<file path="config.mk">
export PLATFORM = sky130hd
export DESIGN_NAME = csi2_raw10_depacketizer
export DESIGN_NICKNAME = d
export VERILOG_FILES = /design/src/rtl/csi2_raw10_depacketizer.sv
export SDC_FILE = /design/constraint.sdc
export NUM_CORES = 1
export LEC_CHECK = 0
export BUFFER_PORTS_ARGS = -buffer_cell sky130_fd_sc_hd__buf_2
export CORE_ASPECT_RATIO = 0.6
export CORE_MARGIN = 2
export CORE_UTILIZATION = 40
export CTS_CLUSTER_SIZE = 30
export DETAILED_ROUTE_END_ITERATION = 12
export GPL_TIMING_DRIVEN = 0
export MAX_ROUTING_LAYER = met4
export SLEW_MARGIN = 5
export SYNTH_ARGS = -nofsm -noshare
export SYNTH_HDL_FRONTEND = slang
export SYNTH_SLANG_ARGS = --single-unit
export TNS_END_PERCENT = 20
</file>
<file path="constraint.sdc">
create_clock -name clk -period 9.7 [get_ports clk]
set_clock_uncertainty 0.15 [all_clocks]
set_input_delay 1.455 -clock clk [delete_from_list [all_inputs] [get_ports clk]]
set_output_delay 1.455 -clock clk [all_outputs]
set_load 0.01 [all_outputs]
</file>
<file path="src/rtl/csi2_raw10_depacketizer.sv">
// CSI-2 2-lane byte stream -> RAW10 4-pixel words plus frame/line sync strobes.
// One packet per HS burst; the header is decoded on its second beat and all outputs are registered.
module csi2_raw10_depacketizer #(
    parameter logic [1:0] VC       = 2'd0,
    parameter logic [5:0] DT_RAW10 = 6'h2B,
    parameter int         WC_W     = 16
) (
    input  logic        clk,
    input  logic        reset,
    input  logic [15:0] in_data,
    input  logic        in_valid,
    output logic [39:0] pix_data,
    output logic        line_valid,
    output logic [9:0]  sync_word,
    output logic        sync_sof,
    output logic        sync_sol,
    output logic        sync_eol,
    output logic        sync_eof,
    output logic        sync_error
);
    typedef enum logic [2:0] {S_HDR0, S_HDR1, S_PAYLOAD, S_CRC, S_WAIT_EOT} state_t;

    localparam logic [WC_W-1:0] TEN = WC_W'(10);
    localparam logic [WC_W-1:0] TWO = WC_W'(2);

    state_t            state_q, state_d;
    logic [7:0]        dataid_q, dataid_d;
    logic [7:0]        wclo_q, wclo_d;
    logic              in_frame_q, in_frame_d;
    logic [5:0][7:0]   acc_q, acc_d;
    logic [2:0]        cnt_q, cnt_d;
    logic [WC_W-1:0]   rem_q, rem_d;
    logic [39:0]       pix_q, pix_d;
    logic [9:0]        word_q, word_d;
    logic              lv_q, lv_d, sof_q, sof_d, sol_q, sol_d;
    logic              eol_q, eol_d, eof_q, eof_d, err_q, err_d;

    logic [WC_W-1:0]   wc;
    logic [5:0][7:0]   app;
    logic [3:0]        tot;

    assign wc = WC_W'({in_data[7:0], wclo_q});

    always_comb begin
        state_d    = state_q;
        dataid_d   = dataid_q;
        wclo_d     = wclo_q;
        in_frame_d = in_frame_q;
        acc_d      = acc_q;
        cnt_d      = cnt_q;
        rem_d      = rem_q;
        pix_d      = pix_q;
        word_d     = word_q;
        lv_d       = 1'b0;
        sof_d      = 1'b0;
        sol_d      = 1'b0;
        eol_d      = 1'b0;
        eof_d      = 1'b0;
        err_d      = 1'b0;

        // Accumulator with this beat's two bytes appended, lane0 first.
        app = acc_q;
        tot = {1'b0, cnt_q} + 4'd2;
        for (int i = 0; i < 6; i++) begin
            if (i == int'(cnt_q))
                app[i] = in_data[7:0];
            else if (i == int'(cnt_q) + 1)
                app[i] = in_data[15:8];
        end

        case (state_q)
            S_WAIT_EOT: begin
                if (!in_valid) state_d = S_HDR0;
            end
            S_HDR0: begin
                if (in_valid) begin
                    dataid_d = in_data[7:0];
                    wclo_d   = in_data[15:8];
                    state_d  = S_HDR1;
                end
            end
            S_HDR1, S_PAYLOAD, S_CRC: begin
                if (!in_valid) begin
                    // Burst ended early: drop any partial group.
                    err_d   = 1'b1;
                    acc_d   = '0;
                    cnt_d   = '0;
                    state_d = S_HDR0;
                end else if (state_q == S_HDR1) begin
                    word_d  = {2'b00, dataid_q};
                    state_d = S_WAIT_EOT;
                    if (dataid_q[7:6] == VC) begin
                        if (dataid_q[5:0] == 6'h00) begin
                            sof_d      = 1'b1;
                            in_frame_d = 1'b1;
                        end else if (dataid_q[5:0] == 6'h01) begin
                            eof_d      = 1'b1;
                            in_frame_d = 1'b0;
                        end else if (dataid_q[5:0] == DT_RAW10) begin
                            if (wc == '0 || (wc % TEN) != '0 || !in_frame_q) begin
                                err_d = 1'b1;
                            end else begin
                                sol_d   = 1'b1;
                                acc_d   = '0;
                                cnt_d   = '0;
                                rem_d   = wc;
                                state_d = S_PAYLOAD;
                            end
                        end
                    end
                end else if (state_q == S_PAYLOAD) begin
                    rem_d = rem_q - TWO;
                    if (tot >= 4'd5) begin
                        pix_d = {app[0], app[4][1:0], app[1], app[4][3:2],
                                 app[2], app[4][5:4], app[3], app[4][7:6]};
                        lv_d  = 1'b1;
                        acc_d = '0;
                        acc_d[0] = app[5];
                        cnt_d = 3'(tot - 4'd5);
                    end else begin
                        acc_d = app;
                        cnt_d = tot[2:0];
                    end
                    if (rem_q == TWO) begin
                        eol_d   = tot >= 4'd5;
                        state_d = S_CRC;
                    end
                end else begin
                    state_d = S_WAIT_EOT;
                end
            end
            default: state_d = S_WAIT_EOT;
        endcase
    end

    always_ff @(posedge clk) begin
        if (reset) begin
            state_q    <= S_WAIT_EOT;
            dataid_q   <= '0;
            wclo_q     <= '0;
            in_frame_q <= 1'b0;
            acc_q      <= '0;
            cnt_q      <= '0;
            rem_q      <= '0;
            pix_q      <= '0;
            word_q     <= '0;
            lv_q       <= 1'b0;
            sof_q      <= 1'b0;
            sol_q      <= 1'b0;
            eol_q      <= 1'b0;
            eof_q      <= 1'b0;
            err_q      <= 1'b0;
        end else begin
            state_q    <= state_d;
            dataid_q   <= dataid_d;
            wclo_q     <= wclo_d;
            in_frame_q <= in_frame_d;
            acc_q      <= acc_d;
            cnt_q      <= cnt_d;
            rem_q      <= rem_d;
            pix_q      <= pix_d;
            word_q     <= word_d;
            lv_q       <= lv_d;
            sof_q      <= sof_d;
            sol_q      <= sol_d;
            eol_q      <= eol_d;
            eof_q      <= eof_d;
            err_q      <= err_d;
        end
    end

    assign pix_data   = pix_q;
    assign line_valid = lv_q;
    assign sync_word  = word_q;
    assign sync_sof   = sof_q;
    assign sync_sol   = sol_q;
    assign sync_eol   = eol_q;
    assign sync_eof   = eof_q;
    assign sync_error = err_q;
endmodule

</file>
# Yosys cells after proc, flatten, opt, wreduce, memory -nomap -nowiden

Index checks and enable logic that the tools add are counted.

Memories: 0
Register bits: 141
Bits in writable memories: 0
Memory bits (read-only): 0
Output and inout bits: 56
Bits in latches: 0
Word-level logic and storage cells: 152
Bits of input ports: 19

Magnitude comparators: 1
Div/mod/pow operators: 1
Reduce and logical (&&, ||, !) cells: 26
Bitwise operators: 7
Multiply operators: 0
Shifts and indexed selects: 0
Equal/unequal tests: 31
Add/sub/neg operators: 4
Mux-type cells: 62

Operators with widths:

| cell                  | number |
|---|---|
| $mux 48               | 9 |
| $mux 16               | 7 |
| $mux 8                | 12 |
| $eq 3x32->1 const A   | 2 |
| $mux 3                | 20 |
| $eq 2x32->1 const A   | 1 |
| $eq 4x32->1 const A   | 1 |
| $logic_not 32->1      | 1 |
| $eq 16x2->1 const B   | 1 |
| $logic_not 16->1      | 1 |
| $mod 16x4->16 const B | 1 |
| $reduce_bool 16->1    | 1 |
| $sub 16x2->16 const B | 1 |
| $mux 1                | 13 |
| $eq 3x3->1 const A    | 4 |
| $reduce_or 6->1       | 2 |
| $ne 2x2->1 const B    | 5 |
| $reduce_and 5->1      | 2 |
| $reduce_or 5->1       | 2 |
| $ne 3x3->1 const B    | 3 |
| $pmux 3 s3            | 1 |
| $reduce_and 8->1      | 1 |
| $reduce_or 8->1       | 1 |
| $not 1->1             | 7 |
| other kinds (26)      | 33 |

# Longest topological paths before layout

Gate-level depths: netlist (run 1).

Depth after elaboration: 12
Depth in mapped cells: 23
Depth with buffers taken out: 17

# Worst setup path before layout (run 1)

OpenSTA, ideal clock, no wires.

Kind: input to register
Start: input in_data[7]
End: register rem_q[11]
Path slack: 3.836 ns
Stages: 20
Data required time: 9.422 ns
Arrival: 5.586 ns
Library setup time: 0.128 ns
Path buffers: 3
Cells stage by stage: buf_2 nor3b_1 o31a_1 a211o_1 a2111oi_4 or3_1 a21oi_1 a221o_1 or2_1 buf_6 o32ai_4 nor3_2 a31o_1 nor4b_4 nor4_4 nand2_2 o31ai_4 buf_4 mux2i_1 nor2_1

Cells in the longest elaborated chain, start to end: 6
Elaborated cells between the ends (all ways): 7
Classes of those cells: div (1); eq/ne (1); reduce/logical (5)

RTL lines:

| element                         | line | source |
|---|---|---|
| start, declared                 | 10   | `input logic [15:0] in_data,` |
| $mod 16x4->16                   | 100  | `if (wc == '0 \|\| (wc % TEN) != '0 \|\| !in_frame_q) begin` |
| $reduce_bool 16->1              | 100  |  |
| $logic_or 1x1->1 * (2 in a row) | 100  |  |
| $ne 2x2->1 (no line) *          | n/a  |  |
| $reduce_and 8->1 (no line) *    | n/a  |  |
| end signal, assigned            | 160  | `rem_q <= rem_d;` |
| end, declared                   | 32   | `logic [WC_W-1:0] rem_q, rem_d;` |

Mark *: on every way between the ends. The rest lies on a longest branch, timed or not.
A chain may end at the register's enable or synchronous reset.

# Worst setup path after layout (run 1)

Start: input in_data[5]
End: register err_q (netlist: sync_error)

Cells in the longest elaborated chain, start to end: 11
Elaborated cells between the ends (all ways): 12
Classes of those cells: div (1); mux (7); reduce/logical (4)

RTL lines:

| element                         | line | source |
|---|---|---|
| $mod 16x4->16                   | 100  |  |
| $reduce_bool 16->1              | 100  |  |
| $logic_or 1x1->1 * (2 in a row) | 100  |  |
| $mux 1 *                        | 100  |  |
| $mux 1 *                        | 99   | `end else if (dataid_q[5:0] == DT_RAW10) begin` |
| $mux 1 *                        | 96   | `end else if (dataid_q[5:0] == 6'h01) begin` |
| $mux 1 *                        | 93   | `if (dataid_q[5:0] == 6'h00) begin` |
| $mux 1 *                        | 92   | `if (dataid_q[7:6] == VC) begin` |
| $mux 1 *                        | 89   | `end else if (state_q == S_HDR1) begin` |
| $mux 1 *                        | 83   | `if (!in_valid) begin` |
| end signal, assigned            | 168  | `err_q <= err_d;` |
| end, declared                   | 36   | `logic eol_q, eol_d, eof_q, eof_d, err_q, err_d;` |

Marked as above.

==> results of run 1 <==
## synthesized netlist by cell type, drive strengths merged (4+ instances only)
cell | number | share of area
nand2b | 48 | 0.033
nand2 | 223 | 0.092
o31ai | 11 | 0.012
and3b | 7 | 0.0067
a2111oi | 7 | 0.010
o211ai | 7 | 0.0058
nor2b | 7 | 0.0048
a21oi | 93 | 0.051
nor2 | 72 | 0.031
o2111ai | 6 | 0.0058
nand4 | 10 | 0.0069
o311ai | 7 | 0.0067
nor3b | 6 | 0.0055
and3 | 8 | 0.0060
inv | 18 | 0.0074
xnor2 | 9 | 0.0087
a22oi | 12 | 0.0099
and4 | 4 | 0.0038
o32ai | 4 | 0.0067
and2 | 6 | 0.0044
o21ai | 109 | 0.060
buf | 37 | 0.024
a311oi | 11 | 0.014
a31o | 6 | 0.0058
nor4b | 4 | 0.0055
a22o | 4 | 0.0038
a31oi | 7 | 0.0048
o31a | 4 | 0.0040
or3 | 9 | 0.0062
nand3b | 6 | 0.0049
nand3 | 68 | 0.037
nor4 | 12 | 0.012
dfxtp | 141 | 0.31
mux2i | 60 | 0.066
nor3 | 26 | 0.015
a211oi | 20 | 0.023
clkbuf | 68 | 0.028
ha | 9 | 0.012
## cells by family (layout without fill, tap and decap cells)
kind of cell / after synthesis / count (layout) / share of synthesized area
DFF: 141 / 141 / 0.3098
and+or+nand+nor: 527 / 527 / 0.2854
buffers and inverters: 125 / 220 / 0.06001
xor gates and xnor gates: 11 / 11 / 0.01057
adders and majority gates: 10 / 10 / 0.01456
AOI/OAI and AO/OA: 338 / 338 / 0.2521
muxes: 61 / 61 / 0.06715
other: 1 / 2 / 0.0004116
## metal layers
layer / GRT usage / share of wire / vias to the layer above
met5: - / 0 / -
met1: 0.4465 / 0.50 / 4667
met4: 0.05924 / 0.012 / 0
met3: 0.07782 / 0.13 / 44
met2: 0.3398 / 0.37 / 585
li1: - / - / 4534
## cell type report
class	instances	share of cell area
Buffer	105	0.04543
Clock buffer	24	0.04832
Clock inverter	2	0.003374
Inverter	20	0.007231
Multi-Input combinational cell	949	0.5534
Sequential cell	141	0.2719
Tap cell	308	0.03712
Timing Repair Buffer	69	0.03326
## power by group through the flow
stage / clock network, W / registers, W / logic [W]
floorplan: 0 / 0.000600 / 0.000209
global placement: 0 / 0.000601 / 0.000290
detailed placement: 0 / 0.000601 / 0.000289
CTS: 0.000621 / 0.000589 / 0.000290
global route: 0.000645 / 0.000589 / 0.000319
finish: 0.000617 / 0.000589 / 0.000302
## registers in the layout, summed over array words and instances (netlist names)
register / flops
acc_q: 48
cnt_q: 3
dataid_q: 8
in_frame_q: 1
line_valid: 1
pix_data: 40
rem_q: 16
state_q: 3
sync_eof: 1
sync_eol: 1
sync_error: 1
sync_sof: 1
sync_sol: 1
sync_word: 8
wclo_q: 8
## cell usage in the layout, fill, tap and decap left out, drive strengths merged, types with 8 or more instances in the layout
cell	instances
or3	9
dfxtp	141
a21oi	93
o21ai	109
nand2	223
buf	106
nor2	72
a311oi	11
nand2b	48
and3	8
nand4	10
ha	9
a22oi	12
inv	18
nor3	26
xnor2	9
mux2i	60
clkbuf	92
nor4	12
o31ai	11
nand3	68
a211oi	20
## path summary, 6_finish.rpt
path	start	to	slack, ns	cells past startpoint
setup / recovery	in_data[5]	sync_error$_SDFF_PP0_	2.44	17
hold / removal	sync_word[6]$_SDFFE_PP0P_	sync_word[6]$_SDFFE_PP0P_	0.30	2
setup reg to reg	wclo_q[7]$_SDFFE_PP0P_	sync_error$_SDFF_PP0_	3.79	14
hold reg to reg	sync_word[6]$_SDFFE_PP0P_	sync_word[6]$_SDFFE_PP0P_	0.30	2
## stage by stage
step | instance area (um^2) | instances | setup WS (ns) | hold WS (ns) | power (W)
after floorplan | 9115 | 1215 | 3.836 | 0.2811 | 0.0008081
after detailed placement | 9846 | 1592 | 2.312 | 0.2939 | 0.0008896
after CTS | 10380 | 1618 | 2.706 | 0.3014 | 0.001500
after global routing | 10380 | 1618 | 2.240 | 0.3180 | 0.001553
final | 10380 | 1618 | 2.435 | 0.2984 | 0.001508
after global placement | 9846 | 1592 | 2.323 | 0.2916 | 0.0008909
## worst max-delay path: cells and delay by family
family | cells | cell delay [ns]
compound gates | 10 | 3.99
simple gates | 5 | 1.41
buf+inv | 2 | 0.46
==> results.md, run 1 <==
- Status: finished clean
- Core Util, Final: 0.4682
- CP peak stage delay: 1.01 ns
- Crit path DAT: 7.33 ns
- Final TNS setup: 0 ns
- Root buf cell: clkbuf_16
- Port bufs: 69
- Die Width: 198.8 um
- Largest net degree at the start of global routing: 17
- Nets: 1,332
- Max-cap viol count: 0
- DR iter-0 viols: 1,147
- Required time of the critical path: 9.76 ns
- Post CTS Setup Buffer Count: 0
- Grt ovf: 0
- Number of synthesized register bits: 141
- Fill cells: 2,242
- Routability cong.: 1.001
- Die area: 24,040 um^2
- Post-CTS sizing: 0
- Initial antenna violation count: 1
- Area grow syn2layout: 13.95%
- Final Max Tran Viols: 0
- H-tree depth: 4
- Measured slew at the worst slew-check pin: 1.395 ns
- EDFF count, synth: 0
- Hold Fails Final Rpt: 0
- Most frequent CP cell: o31ai_1
- CTS tree: yes
- CP Cell Sequence: buf_2 -> nor3b_1 -> o311ai_1 -> o21ai_1 -> clkbuf_1 -> and3_1 -> o31ai_1 -> a311oi_1 -> o31ai_1 -> a21oi_1 -> a31o_2 -> nor4b_1 -> nand2_2 -> a2111oi_2 -> or2_2 -> o21bai_1 -> a2111oi_0
- Footprint of the multi-input gates: 5746 um^2
- P_int: 0.001061 W
- Final setup viols: 0
- Syn Area/Cell: 7.505 um^2
- N_diodes: 0
- # DRC: 0
- Worst skew pair latency: 0.43 ns
- Main synth FF type: dfxtp_1
- Fmax: 137.6 MHz
- CP max FO: 10
- Post-synth ARST share: 0
- Sw Ratio: 0.2962
- Synth unique cells: 91
- CTS clk-pin slew, worst paths: 0.06 ns
- Sw power: 0.0004467 W
- CORE AREA: 22,180 um^2
- Cell Area, Synth: 9111 um^2
- Slew HR: 0.06263
- Deepest clock path buffer count: 2
- Seq pwr share: 0.390
- I/O Pins: 75
- PD cells: 145.2 nW/um^2
- Mapped Cells: 1,214
- Max stage delay cell, worst path: a2111oi_0
- Crit path launch type: input pin
- CTS sink count: 141
- RSZ-0062 raised after global routing: no
- Number of global-route vias before repair: 8,610
- VDD IR-drop max: 0.0001180 V
- # hold bufs at CTS: 0
- WL/cell: 20.63 um
- HPWL after DPL: 24.53 mm
- CTS Buf Count: 17
- Logic pwr share: 0.200
- Warnings from Yosys: 0
- Initial core utilization: 0.4109
- Post-DR vias/cell: 6.075
- Clk pwr share: 0.409
- Fraction of layout cells with a size suffix above 1: 0.1252
- Crit share post-route: 0.7490
- Sequential Area: 2823 um^2
- Routed Antenna Nets: 0
- Crit Path Category: in -> reg
- Number of core rows: 42
- Hold WC Path Type: reg -> reg
- Pleak: 3.883 nW
- Final min period: 7.265 ns
- CP Capture Type: flip-flop
- Vias: 9,830
- DIE HEIGHT: 120.9 um
- Register area share after synthesis: 0.3098
- DR pass1 iterations: 5
- First-pass GRT wire length: 50.42 mm
- Detailed Route WL: 33.38 mm
- Tot GR Track Use: 0.2824
No activity file was read; power rests on OpenSTA's default activity.
==> run 2, diff against run 1 <==
clock period = 6 ns   (was 9.7 ns; I/O delays follow)
==> results.md, run 2 (synthesized netlist as in run 1, its figures left out) <==
- Hold WS: 0.2983 ns (-0.0001130 ns)
- Crit path DAT: 5.98 ns (-1.35 ns)
- CP max FO: 10 (unchanged)
- Largest Register: acc_q
- CTS Buf Count: 17 (unchanged)
- Final TNS setup: 0 ns (unchanged)
- Commonest non-fill, non-tap cell in the layout: nand2_1
- Most frequent CP cell: buf_2
- H-tree depth: 4 (unchanged)
- Pleak: 4.012 nW (+3.3%)
- Max-cap viol count: 0 (unchanged)
- Status: finished clean
- Fraction of layout cells with a size suffix above 1: 0.1577 (+0.03250)
- DR pass1 iterations: 6 (+1)
- Hold path cells: 2 (unchanged)
- Fill cells: 2,225 (-0.76%)
- Final setup viols: 0 (unchanged)
- Flop2flop setup slack: 0.87 ns (-2.92 ns)
- Most frequent cells in the layout: 220 x nand2_1, 141 x dfxtp_1, 92 x a21oi_1, 86 x buf_2, 72 x o21ai_0
- Largest net degree at the start of global routing: 17 (unchanged)
- Grt ovf: 0 (unchanged)
- # hold bufs at CTS: 0 (unchanged)
- Routability cong.: 1.001 (unchanged)
- Final min period: 5.808 ns
- Required time of the critical path: 6.18 ns (-3.58 ns)
- Hold WC Path Type: reg -> reg
- VDD IR-drop max: 0.0001895 V (+61%)
- Worst skew pair latency: 0.43 ns (about the same)
- CP Capture Type: flip-flop
- First-pass GRT wire length: 50.43 mm (about the same)
- Die Width: 198.8 um (unchanged)
- DR iter-0 viols: 1,112 (-3.1%)
- Hold Fails Final Rpt: 0 (unchanged)
- Initial core utilization: 0.4109 (unchanged)
- Initial antenna violation count: 1 (unchanged)
- Number of global-route vias before repair: 8,615 (+0.058%)
- Largest register FFs: 48 (unchanged)
- Number of core rows: 42 (unchanged)
- CTS clk-pin slew, worst paths: 0.05 ns (about the same)
- Slew HR: 0.1315 (+0.06888)
- Routed Antenna Nets: 0 (unchanged)
- I/O Pins: 75 (unchanged)
- CTS sink count: 141 (unchanged)
- CORE AREA: 22,180 um^2 (unchanged)
- WL/cell: 20.61 um (about the same)
- Max stage delay cell, worst path: or3_1
- Measured slew at the worst slew-check pin: 1.293 ns (-0.1025 ns)
- PD cells: 232.1 nW/um^2 (+60%)
- N_diodes: 0 (unchanged)
- HPWL after DPL: 24.53 mm (unchanged)
- Detailed Route WL: 33.54 mm (+0.48%)
- Vias: 9,892 (+0.63%)
- DIE HEIGHT: 120.9 um (unchanged)
- Nets: 1,341 (+0.68%)
- CP Cell Sequence: buf_2 -> buf_2 -> and3b_1 -> o31a_1 -> a211o_1 -> buf_2 -> o32ai_2 -> nand2_1 -> and3_1 -> a221o_1 -> or3_1 -> o21ai_1 -> a221o_1 -> o2111a_2 -> nor4b_4 -> nor4_4 -> nand2_2 -> o31ai_4 -> buf_2 -> nor2_1 -> a311oi_2
- Deepest clock path buffer count: 2 (unchanged)
- Post-DR vias/cell: 6.080 (about the same)
- Port bufs: 69 (unchanged)
- Core Util, Final: 0.4797 (+0.01157)
- Hold_sp: sync_word[6]$_SDFFE_PP0P_
- Crit path launch type: input pin
- Area grow syn2layout: 16.77%
- Tot GR Track Use: 0.2824 (unchanged)
- Fmax: 172.2 MHz
- Root buf cell: clkbuf_16
- Worst Hold End: sync_word[6]$_SDFFE_PP0P_
- # DRC: 0 (unchanged)
- R2r endpoint: rem_q[14]$_SDFFE_PP0P_
- Crit Path Category: in -> reg
- CTS tree: yes
- CP peak stage delay: 0.44 ns (-0.57 ns)
- RR Startpoint: wclo_q[7]$_SDFFE_PP0P_
- Die area: 24,040 um^2 (unchanged)
- Final Max Tran Viols: 0 (unchanged)
- Crit share post-route: 0.9681
- FF-to-FF path depth: 18 (+4)
[run 2: cell count changes in the layout (fill, tap and decap cells not counted), moves of 3 or more]
cell and change:
o31ai_1 -3, buf_4 +8, o31ai_2 +3, clkbuf_2 +9
clkbuf_1 -10
[run 2: layer usage]
layer	up-vias	share of wire	track usage
met5	-	0	-
met4	0	0.012	0.05924
met3	40	0.12	0.07782
met2	579	0.37	0.3398
met1	4720	0.50	0.4465
li1	4553	-	-
[run 2: timing repair]
| action | CTS | global route |
|---|---|---|
| gates cloned | 0 | 1 |
| resized for setup | 11 | 41 |
| pin swaps | 0 | 7 |
| setup buffers | 0 | 9 |
| setup endpoints to repair | 67 | 67 |
[run 2: how the worst max path moves through the flow]
stage	start	end	slack [ns]	cells after the start
finish	in_data[5]	rem_q[14]$_SDFFE_PP0P_	0.19	21
global route	in_data[5]	rem_q[13]$_SDFFE_PP0P_	-0.02	21
CTS	in_data[7]	rem_q[13]$_SDFFE_PP0P_	0.005	20
detailed placement	in_data[7]	sync_error$_SDFF_PP0_	-0.83	18
global placement	in_data[7]	sync_error$_SDFF_PP0_	-0.82	17
floorplan	in_data[7]	rem_q[11]$_SDFFE_PP0P_	0.69	20
[run 2: per-stage QoR]
stage | cell area [um^2] | total power (W) | instances | setup slack [ns]
finish | 10640 | 0.002469 | 1627 | 0.1916
detailed placement | 9846 | 0.001438 | 1592 | -0.8327
CTS | 10420 | 0.002427 | 1618 | 0.004627
global placement | 9846 | 0.001440 | 1592 | -0.8222
global route | 10640 | 0.002545 | 1627 | -0.01932
floorplan | 9115 | 0.001306 | 1215 | 0.6912
[run 2: layout make-up]
cell class                      instances  area (um^2)  share of cell area
Inverter                               20        75.07            0.007056
Clock buffer                           24        501.7             0.04716
Tap cell                              308        385.4             0.03622
Multi-Input combinational cell        949         5904              0.5550
Clock inverter                          2        35.03            0.003293
Sequential cell                       141         2823              0.2653
Buffer                                104        496.7             0.04669
Timing Repair Buffer                   79        417.9             0.03928
[run 2: worst max-delay path, delay by kind of cell]
family                 cells  cell delay [ns]
buffers and inverters      4             0.84
AOI/OAI and AO/OA          9             2.71
and+or+nand+nor            8             1.53
[run 2: report_power, final]
part           leakage (nW)  switching, W  internal (W)
sequential             1.14    0.00000798      0.000944
combinational          2.61      0.000342      0.000180
clock                 0.266      0.000385      0.000611
==> run 3, diff against run 2 <==
clock period = 5.85 ns   (was 6 ns; I/O delays follow)
==> results.md, run 3 (synthesized netlist as in run 1, its figures left out) <==
- Die area: 24,040 um^2 (unchanged)
- Routability cong.: 1.001 (unchanged)
- Fin cells: 1,635 (+0.49%)
- Hold WC Path Type: reg -> reg
- Crit Path Category: in -> reg
- DR pass1 iterations: 6 (unchanged)
- Die Width: 198.8 um (unchanged)
- Initial core utilization: 0.4109 (unchanged)
- Port bufs: 69 (unchanged)
- Root buf cell: clkbuf_16
- Required time of the critical path: 5.99 ns (-0.19 ns)
- Nets: 1,349 (+0.60%)
- CTS sink count: 141 (unchanged)
- HPWL after DPL: 24.53 mm (unchanged)
- CTS tree: yes
- Initial antenna violation count: 1 (unchanged)
- I/O Pins: 75 (unchanged)
- CTS clk-pin slew, worst paths: 0.05 ns (about the same)
- WL/cell: 20.64 um (+0.14%)
- Placed insts: 1,592 (unchanged)
- Fmax: 174.4 MHz
- Crit path max-delay family: compound AO/OA/AOI/OAI gates
- Largest net degree at the start of global routing: 17 (unchanged)
- DIE HEIGHT: 120.9 um (unchanged)
- CP Cell Sequence: buf_2 -> clkbuf_4 -> and3b_1 -> o31a_1 -> a211o_1 -> buf_4 -> o32ai_4 -> nand2_1 -> and3_1 -> a221o_1 -> buf_4 -> nor2_4 -> o2111ai_1 -> a221o_1 -> and2_4 -> a2111oi_2 -> a311oi_2 -> and3_4 -> o21a_1 -> buf_6 -> buf_2 -> nand3_1 -> o21ai_0
- CORE AREA: 22,180 um^2 (unchanged)
- Hold Fails Final Rpt: 0 (unchanged)
- CP max FO: 10 (unchanged)
- Largest register FFs: 48 (unchanged)
- Final min period: 5.733 ns
- Max stage delay cell, worst path: a221o_1
- Vias: 9,930 (+0.38%)
- Core Util, Final: 0.4858 (+0.006037)
- H-tree depth: 4 (unchanged)
- Largest Register: acc_q
- Crit share post-route: 0.9800
- Final setup viols: 0 (unchanged)
- CP Capture Type: flip-flop
- Measured slew at the worst slew-check pin: 1.290 ns (-0.002541 ns)
- Detailed Route WL: 33.75 mm (+0.64%)
- Worst skew pair latency: 0.43 ns (about the same)
- Most frequent cells in the layout: 220 x nand2_1, 141 x dfxtp_1, 92 x a21oi_1, 82 x buf_2, 72 x o21ai_0
- Crit path buffers/inverters: 6 (+2)
- Crit path DAT: 5.87 ns (-0.11 ns)
- PD cells: 236.8 nW/um^2 (+2.0%)
- Crit path launch type: input pin
- CTS Buf Count: 17 (unchanged)
- Tot GR Track Use: 0.2828 (+0.0004343)
- Max-cap viol count: 0 (unchanged)
- Grt ovf: 0 (unchanged)
- First-pass GRT wire length: 50.50 mm (+0.15%)
- DR iter-0 viols: 1,124 (+1.1%)
- Post-DR vias/cell: 6.073 (-0.11%)
- Deepest clock path buffer count: 2 (unchanged)
- Final Max Tran Viols: 0 (unchanged)
- Number of core rows: 42 (unchanged)
- Number of global-route vias before repair: 8,628 (+0.15%)
- N_diodes: 0 (unchanged)
- Pleak: 4.074 nW (+1.5%)
- Area grow syn2layout: 18.24%
- VDD IR-drop max: 0.0001948 V (+2.8%)
- CP peak stage delay: 0.41 ns (-0.03 ns)
- Commonest non-fill, non-tap cell in the layout: nand2_1
- Routed Antenna Nets: 0 (unchanged)
- Fraction of layout cells with a size suffix above 1: 0.1688 (+0.01111)
- Slew HR: 0.1332 (+0.001706)
- # DRC: 0 (unchanged)
- Status: finished clean
[run 3: cell types whose count changed in the layout (fill, tap and decap cells not counted), moves of 2 or more]
cell / before / now
clkbuf_4: 2 / 6
buf_2: 86 / 82
a211oi_1: 9 / 7
buf_4: 13 / 22
o21ai_2: 1 / 3
a211oi_2: 10 / 12
o21ai_1: 36 / 34
[run 3: worst paths after layout]
kind | startpoint | to | slack, ns | cells after the start
max | in_data[5] | acc_q[43]$_SDFFE_PP0P_ | 0.12 | 23
min | sync_word[6]$_SDFFE_PP0P_ | sync_word[6]$_SDFFE_PP0P_ | 0.30 | 2
max reg2reg | wclo_q[7]$_SDFFE_PP0P_ | rem_q[14]$_SDFFE_PP0P_ | 0.70 | 18
min reg2reg | sync_word[6]$_SDFFE_PP0P_ | sync_word[6]$_SDFFE_PP0P_ | 0.30 | 2
[run 3: worst register-to-register path: cells and delay by family, from the launching register on]
kind	cells	cell delay, ns
buf+inv	4	1.43
simple gates	6	0.85
flops	1	0.42
compound gates	8	2.20
[run 3: routing by layer]
metal,up-vias,global-route usage,wire (um)
met5,-,-,0
met4,0,0.05924,371
met3,41,0.07782,3967
met2,541,0.3407,12590
met1,4782,0.4470,16820
li1,4566,-,-
[run 3: timing repair]
action	in CTS	in global routing
setup endpoints to repair	67	67
hold buffers	0	0
cloned	0	1
pin swaps	0	16
gates resized for setup	14	56
buffers inserted	0	17
[run 3: cell type report]
type | instances | area [um^2]
inverters | 20 | 75.07
well taps | 308 | 385.4
clock inverters | 2 | 35.03
clock buffers | 24 | 501.7
repair buffers | 87 | 478.0
fillers | 2225 | 11400
flip-flops and latches | 141 | 2823
plain buffers | 104 | 510.5
multi-input cells | 949 | 5964
[run 3: through the flow]
stage	hold slack, ns	TNS (ns)	setup WS [ns]	power, W	cell area (um^2)
after floorplan	0.2811	0	0.5637	0.001340	9115
after global placement	0.2916	-49.76	-0.9497	0.001477	9846
after detailed placement	0.2939	-45.58	-0.9602	0.001475	9846
after CTS	0.3014	0	0.01553	0.002492	10430
after global routing	0.3180	-0.7663	-0.06378	0.002629	10770
final	0.2983	0	0.1170	0.002551	10770
[run 3: where the power goes]
part	internal [W]	leakage, nW	switching, W
sequential	0.000968	1.14	0.00000818
clock	0.000626	0.266	0.000395
combinational	0.000194	2.67	0.000359
